$ cat src/rtl/pipe_ctrl_pkg.sv
// Shared types and constants for the pipeline controller: FSM state encoding,
// architectural zero constants and default sequencing parameters.
package pipe_ctrl_pkg;

    typedef enum logic [1:0] {
        StRun    = 2'd0,
        StFlush  = 2'd1,
        StMcWait = 2'd2
    } pctrl_state_e;

    localparam logic [4:0]  ZeroReg  = 5'd0;
    localparam logic [31:0] ZeroWord = 32'h0000_0000;

    localparam int unsigned FlushCyclesDefault = 2;
    localparam int unsigned McTimeoutDefault   = 64;
    localparam int unsigned CntWDefault        = 7;

endpackage

$ cat src/rtl/pipe_ctrl_hazard_detect.sv
// Combinational load-use comparator: flags when id reads a register that the
// load currently in id_ex has not yet written back.
module hazard_detect
    import pipe_ctrl_pkg::*;
(
    input  logic [4:0] id_rs1_addr_i,
    input  logic [4:0] id_rs2_addr_i,
    input  logic [4:0] idex_rd_addr_i,
    input  logic       idex_is_load_i,
    output logic       load_use_o
);

    always_comb begin
        load_use_o = idex_is_load_i
                   && (idex_rd_addr_i != ZeroReg)
                   && ((idex_rd_addr_i == id_rs1_addr_i) || (idex_rd_addr_i == id_rs2_addr_i));
    end

endmodule

$ cat src/rtl/pipe_ctrl.sv
// Pipeline controller: sequences PC/if_id/id_ex holds and flushes for redirects,
// load-use hazards and multi-cycle ex ops. Optional perf counters: PIPE_CTRL_PERF_EN.
module pipe_ctrl
    import pipe_ctrl_pkg::*;
#(
    parameter int unsigned FLUSH_CYCLES = FlushCyclesDefault,
    parameter int unsigned MC_TIMEOUT   = McTimeoutDefault,
    parameter int unsigned CNT_W        = CntWDefault
) (
    input  logic        clk,
    input  logic        rst,
    input  logic        jump_en_i,
    input  logic [31:0] jump_addr_i,
    input  logic [4:0]  id_rs1_addr_i,
    input  logic [4:0]  id_rs2_addr_i,
    input  logic [4:0]  idex_rd_addr_i,
    input  logic        idex_is_load_i,
    input  logic        mc_start_i,
    input  logic        mc_done_i,
    output logic        jump_en_o,
    output logic [31:0] jump_addr_o,
    output logic        hold_pc_o,
    output logic        hold_if_id_o,
    output logic        hold_id_ex_o,
    output logic        flush_if_id_o,
    output logic        flush_id_ex_o,
    output logic        mc_abort_o
`ifdef PIPE_CTRL_PERF_EN
    ,
    output logic [31:0] stall_cnt_o,
    output logic [31:0] flush_cnt_o
`endif
);

    localparam logic [CNT_W-1:0] CntOne    = CNT_W'(1);
    localparam logic [CNT_W-1:0] FlushLast = CNT_W'(FLUSH_CYCLES - 1);
    localparam logic [CNT_W-1:0] McLast    = CNT_W'(MC_TIMEOUT - 1);

    pctrl_state_e     state_q, state_d;
    logic [CNT_W-1:0] cnt_q, cnt_d;
    logic [31:0]      addr_q, addr_d;

    logic load_use;
    logic jump_en, hold_pc, hold_if_id, hold_id_ex, flush_if_id, flush_id_ex, mc_abort;

    hazard_detect u_hazard_detect (
        .id_rs1_addr_i  (id_rs1_addr_i),
        .id_rs2_addr_i  (id_rs2_addr_i),
        .idex_rd_addr_i (idex_rd_addr_i),
        .idex_is_load_i (idex_is_load_i),
        .load_use_o     (load_use)
    );

    always_comb begin
        state_d     = state_q;
        cnt_d       = cnt_q;
        addr_d      = addr_q;
        jump_en     = 1'b0;
        hold_pc     = 1'b0;
        hold_if_id  = 1'b0;
        hold_id_ex  = 1'b0;
        flush_if_id = 1'b0;
        flush_id_ex = 1'b0;
        mc_abort    = 1'b0;

        unique case (state_q)
            StRun: begin
                if (jump_en_i) begin
                    jump_en     = 1'b1;
                    addr_d      = jump_addr_i;
                    flush_if_id = 1'b1;
                    flush_id_ex = 1'b1;
                    if (FLUSH_CYCLES > 1) begin
                        state_d = StFlush;
                        cnt_d   = CntOne;
                    end
                end else if (mc_start_i) begin
                    state_d = StMcWait;
                    cnt_d   = '0;
                end else if (load_use) begin
                    hold_pc     = 1'b1;
                    hold_if_id  = 1'b1;
                    flush_id_ex = 1'b1;
                end
            end

            StFlush: begin
                flush_if_id = 1'b1;
                flush_id_ex = 1'b1;
                if (jump_en_i) begin
                    // A fresh redirect restarts the flush window from its first cycle.
                    jump_en = 1'b1;
                    addr_d  = jump_addr_i;
                    cnt_d   = CntOne;
                end else if (cnt_q == FlushLast) begin
                    state_d = StRun;
                    cnt_d   = '0;
                end else begin
                    cnt_d = cnt_q + CntOne;
                end
            end

            StMcWait: begin
                if (mc_done_i) begin
                    state_d = StRun;
                    cnt_d   = '0;
                end else if (cnt_q == McLast) begin
                    mc_abort    = 1'b1;
                    flush_id_ex = 1'b1;
                    state_d     = StRun;
                    cnt_d       = '0;
                end else begin
                    hold_pc    = 1'b1;
                    hold_if_id = 1'b1;
                    hold_id_ex = 1'b1;
                    cnt_d      = cnt_q + CntOne;
                end
            end

            default: begin
                state_d = StRun;
                cnt_d   = '0;
            end
        endcase
    end

    // Outputs are forced quiet while reset is asserted; a flush beats a hold.
    always_comb begin
        jump_en_o     = !rst && jump_en;
        jump_addr_o   = rst ? ZeroWord : addr_d;
        hold_pc_o     = !rst && hold_pc;
        flush_if_id_o = !rst && flush_if_id;
        flush_id_ex_o = !rst && flush_id_ex;
        hold_if_id_o  = !rst && hold_if_id && !flush_if_id;
        hold_id_ex_o  = !rst && hold_id_ex && !flush_id_ex;
        mc_abort_o    = !rst && mc_abort;
    end

    always_ff @(posedge clk) begin
        if (rst) begin
            state_q <= StRun;
            cnt_q   <= '0;
            addr_q  <= ZeroWord;
        end else begin
            state_q <= state_d;
            cnt_q   <= cnt_d;
            addr_q  <= addr_d;
        end
    end

`ifdef PIPE_CTRL_PERF_EN
    logic [31:0] stall_cnt_q, flush_cnt_q;

    always_ff @(posedge clk) begin
        if (rst) begin
            stall_cnt_q <= '0;
            flush_cnt_q <= '0;
        end else begin
            stall_cnt_q <= stall_cnt_q + {31'd0, hold_pc_o};
            flush_cnt_q <= flush_cnt_q + {31'd0, flush_if_id_o};
        end
    end

    assign stall_cnt_o = stall_cnt_q;
    assign flush_cnt_o = flush_cnt_q;
`endif

endmodule
$ cat config.mk
export PLATFORM = sky130hd
export DESIGN_NAME = pipe_ctrl
export DESIGN_NICKNAME = d
export VERILOG_FILES = /design/src/rtl/pipe_ctrl_pkg.sv /design/src/rtl/pipe_ctrl_hazard_detect.sv /design/src/rtl/pipe_ctrl.sv
export SDC_FILE = /design/constraint.sdc
export NUM_CORES = 1
export LEC_CHECK = 0
export CAP_MARGIN = 20
export CORE_MARGIN = 2
export CORE_UTILIZATION = 42
export DETAILED_ROUTE_END_ITERATION = 8
export PLACE_DENSITY = 0.92
export SLEW_MARGIN = 0
export SYNTH_ARGS = -nofsm -noshare
export SYNTH_HDL_FRONTEND = slang
export SYNTH_SLANG_ARGS = --single-unit
$ cat constraint.sdc
create_clock -name clk -period 3.5 [get_ports clk]
set_clock_uncertainty 0.1 [all_clocks]
set_input_delay 1.05 -clock clk [delete_from_list [all_inputs] [get_ports clk]]
set_output_delay 1.05 -clock clk [all_outputs]
set_load 0.02 [all_outputs]
# Yosys cells after proc, flatten, opt, wreduce, memory -nomap -nowiden
# Cells that the tools add are included.
[op_classes]
addsub = 1
eq_ne = 10
mux = 32
n_reduce_logical = 18
[ops]
columns = ["operator", "count"]
rows = [
  ["2-to-1 mux 32 bit", 3],
  ["2-to-1 mux 7 bit", 6],
  ["one-hot mux 7 bit (3 select lines)", 1],
  ["2-to-1 mux 1 bit", 12],
  ["2-to-1 mux 2 bit", 6],
  ["== test 5 bit", 2],
  ["logical AND 1 bit", 10],
  ["adder 7 x 1 -> 7 bit (second input constant)", 1],
  ["== test 7 x 1 -> 1 bit (second input constant)", 1],
  ["== test 7 x 6 -> 1 bit (second input constant)", 1],
  ["inequality test 3 bit (second input constant)", 2],
  ["one-hot mux 2 bit (3 select lines)", 1],
  ["nonzero test 5 bit", 1],
  ["inequality test 2 bit (second input constant)", 2],
  ["one-hot mux 1 bit (2 select lines)", 2],
  ["AND reduction 4 bit", 1],
  ["zero test 1 bit", 3],
  ["one-hot mux 1 bit (3 select lines)", 1],
  ["== test 2 x 1 -> 1 bit (second input constant)", 1],
  ["== test 2 bit (second input constant)", 1],
  ["zero test 2 bit", 1],
  ["OR reduction 2 bit", 1],
  ["logical OR 1 bit", 1],
]
[totals]
regBits = 41
output_inout_bits = 39

# Depth between registers and ports, before layout
[logic_depth]
ltp_word = 9
depth_mapped = 6
depth_no_buf = 6

# By module
# Synthesis repeated with hierarchy kept, for this count alone.
[unflattened]
hier_cells = 227
area_unflattened_um2 = 1791.7
[modules_own_cells]
columns = ["module", "instances", "cells_each", "area_per_inst_um2", "seq_area_each_um2"]
rows = [
  ["pipe_ctrl", 1, 210, 1666.6, 820.8],
  ["hazard_detect", 1, 17, 125.1, 0.0],
]

# Worst setup path after synthesis
# OpenSTA, ideal clock, no wires.
[synth_timing]
path_type = "in2out"
startpoint = "input port jump_en_i"
endpoint = "output port hold_if_id_o"
arrival_time_ps = 2357
path_slack_ps = -7
path_stages = 4
path_buffers = 0
cell_sequence = "or4_4 -> nor3_4 -> inv_2 -> o32ai_1"
[synth_via]
elab_chain_cells = 4
[synth_lines]
columns = ["element", "line", "text"]
rows = [
  ["start, declared", "pipe_ctrl.sv:12", "input logic jump_en_i,"],
  ["2-to-1 mux 1 bit", "pipe_ctrl.sv:68", "if (jump_en_i) begin"],
  ["one-hot mux 1 bit (2 select lines)", "pipe_ctrl.sv:66", "unique case (state_q)"],
  ["logical AND 1 bit / zero test 1 bit (equally long branches)", "pipe_ctrl.sv:134", "hold_if_id_o = !rst && hold_if_id && !flush_if_id;"],
  ["logical AND 1 bit (*)", "pipe_ctrl.sv:134", ""],
  ["end, declared", "pipe_ctrl.sv:23", "output logic hold_if_id_o,"],
]
# Mark *: on every way between the ends. The rest lies on a longest branch, timed or not.

# Final worst setup path
# Same ends and word-level chain as after synthesis.

==> reports/metrics.yaml <==
multi_input_area_mm2: 0.001037
gp_congestion: 0.8631
holdWs_ns: 0.3594
synth_ff_type: "dfxtp_1"
final_nets: 390
syn_to_final_growth_pct: 66.33
syn_nets: 290
max_freq_mhz: 287.6
intPower_mw: 0.8462
yosys_warnings: 0
antenna_found_initial: 0
routed_via_density: 5.106
fin_crit_sh_pct: 99.33
wirelength_um: 5374
synth_edf_count: 0
fin_util_pct: 71.53
synth_cells: 235
grt_max_degree: 21
dpl_cell_area_mm2: 0.002894
io_pins: 92
cp.required_ns: 2.35
cts.htree.levels: 2
cellLeakagePower_nw: 1.357
grt_use_total_pct: 21.83
drv_cap: 0
status: "finished, final reports clean"
clock-sinks: 41
ant_nets: 0
p_comb_share_pct: 21.9
row_count: 24
rsz0062_at_grt: "true"
grt_pass1_wl_um: 8680
dieArea_mm2: 0.004944
clk_path_buf_depth: 2
cts_root_buffer: "clkbuf_8"
clk_pin_slew_ns: 0.08
fin_crit_ns: 3.477
overflow: 0
synth-seq-cells: 41
crit_path_end_kind: "primary output"
reg2reg_slack_ns: 1.49
min_path_type: "flop to flop"
drc: 0
grt_pass1_vias: 1940
yosysUniqueCellTypes: 39
crit_chain: "buf_6 > or4_4 > nor3_4 > inv_2 > o32ai_2 > buf_4"
slew_violations: 0
p_switching_mw: 0.3003
crit_fanout: 2
ys_async_sr_fraction_pct: 0
synth.cell_area_mm2: 0.001847
final_area_mm2: 0.003072
dp_hpwl_um: 3944
num_antenna_cells: 0
num_vias: 1981
worst_pin_slew_ns: 0.5209
hold_viol_final: 0
first_iter_violations: 99
initial_core_util_pct: 43.01
irDropWorstVdd_mv: 0.3236
report.power.total_mw: 1.147
wl_per_cell_um: 13.85
final_layout_size_suffix_gt1_share_pct: 16.96
relSlewSlack_pct: 64.95
powerDensity_mw_per_mm2: 373.2
cp_slowest_cell: "or4_4"
crit_arrival_ns: 2.33
p_sw_share_pct: 26.19
ctsHoldBuffers: 0
setup_viol: 0
insertion_delay_ns: 0.29
tritoncts: "done"
core_mm2: 0.004294
die_y_um: 70.31
ys_seq_area_share_pct: 44.44
portBuffers: 91
pwr-share-seq_pct: 43.7
fillCellCount: 338
cpPeakStageDelay_ns: 0.55
regArea_um2: 820.8
cp-start-kind: "input pin"
p_clk_share_pct: 34.3
syn_avg_cell_area_um2: 7.859
timing_worst_setup_path_type: "input pin to primary output"
numCtsBuffers: 5
firstDrtPassIters: 4
die_w_um: 70.31
-- layer usage --
metal  wire (µm)  track usage (%)  part of all wire (%)  vias up
met5           0                0                     0        -
met4          74            7.265                   1.4        0
met3         465            7.937                   8.7        8
met2        2663            38.05                    50       73
met1        2170            24.46                    40      906
li1            -                -                     -      994
-- logic make-up (layout without fill, tap and decap cells) --
kind of cell	after synthesis	after routing	synth area share, %
XOR/XNOR	11	11	5.217
buffers and inverters	17	118	3.861
AND/OR/NAND/NOR	110	110	27.17
flip-flops	41	41	44.44
adder cells (fa/ha/maj)	2	2	1.355
AO/OA/AOI/OAI	54	54	17.95
-- synthesized netlist by cell type, types with 3 or more instances --
library cell,n,area (µm²)
clkbuf_1,11,41.29
o221ai_1,3,26.28
nor3_1,6,30.03
o32ai_1,3,26.28
nand2_1,75,281.5
nand3_1,3,15.01
inv_1,3,11.26
a21oi_1,36,180.2
xor2_1,10,87.58
nor2_1,10,37.54
dfxtp_1,41,820.8
-- cells in the final DEF (no fill, tap or decap), types with 3 or more instances in the layout --
cell / synthesis / final
inv_1: 3 / 3
xor2_1: 10 / 10
o32ai_2: 0 / 3
buf_4: 0 / 15
clkdlybuf4s15_2: 0 / 5
clkbuf_8: 0 / 6
clkdlybuf4s15_1: 0 / 12
nand3_1: 3 / 3
dfxtp_1: 41 / 41
dlymetal6s2s_1: 0 / 6
buf_2: 0 / 3
a21oi_1: 36 / 36
dlygate4sd2_1: 0 / 27
nand2_1: 75 / 75
nor2_1: 10 / 9
clkdlybuf4s50_1: 0 / 33
o221ai_1: 3 / 3
nor3_2: 0 / 3
-- path summary, 6_finish.rpt --
check,from,cells after the start,to
hold reg to reg,addr_q[19],2,addr_q[19]
setup / recovery,jump_en_i,6,hold_if_id_o
setup reg to reg,cnt_q[0],5,cnt_q[0]
hold / removal,addr_q[19],2,addr_q[19]
-- what timing repair did --
action	CTS	global route
pin swaps	13	10
cloned	0	0
resized for setup	112	10
setup buffers	1	0
endpoints found under the setup margin	39	8
-- flip-flops by register name (all words and copies together), names as in the netlist --
signal   count
addr_q      32
cnt_q        7
state_q      2
-- final cells by class --
type,count,share of cell area [%]
sequential,41,26.72
tap,52,2.118
clock inverter,2,1.222
multi-input combinational,177,33.77
inverter,4,0.4888
timing repair buffer,106,32.99
clock buffer,6,2.688
-- through the flow --
step,std cells,TNS (ns),setup slack (ns)
after floorplan,235,-0.01392,-0.006961
after global placement,379,-20.76,-0.7332
after detailed placement,379,-21.63,-0.7479
after CTS,388,-0.06559,-0.05768
after global routing,388,-0.07300,-0.04560
final,388,0,0.02341
-- critical path: cells and delay by family --
family	cells	cell delay [ns]
AND/OR/NAND/NOR	2	0.71
buffers and inverters	3	0.35
AO/OA/AOI/OAI	1	0.22
-- power groups by stage --
stage | sequential (mW) | combinational (mW) | clock (mW)
after CTS | 0.502 | 0.252 | 0.404
final | 0.502 | 0.251 | 0.394
after global placement | 0.511 | 0.254 | 0
after detailed placement | 0.513 | 0.260 | 0
after global routing | 0.504 | 0.273 | 0.425
after floorplan | 0.510 | 0.117 | 0
Note: power is estimated with default switching activity, not from simulation.
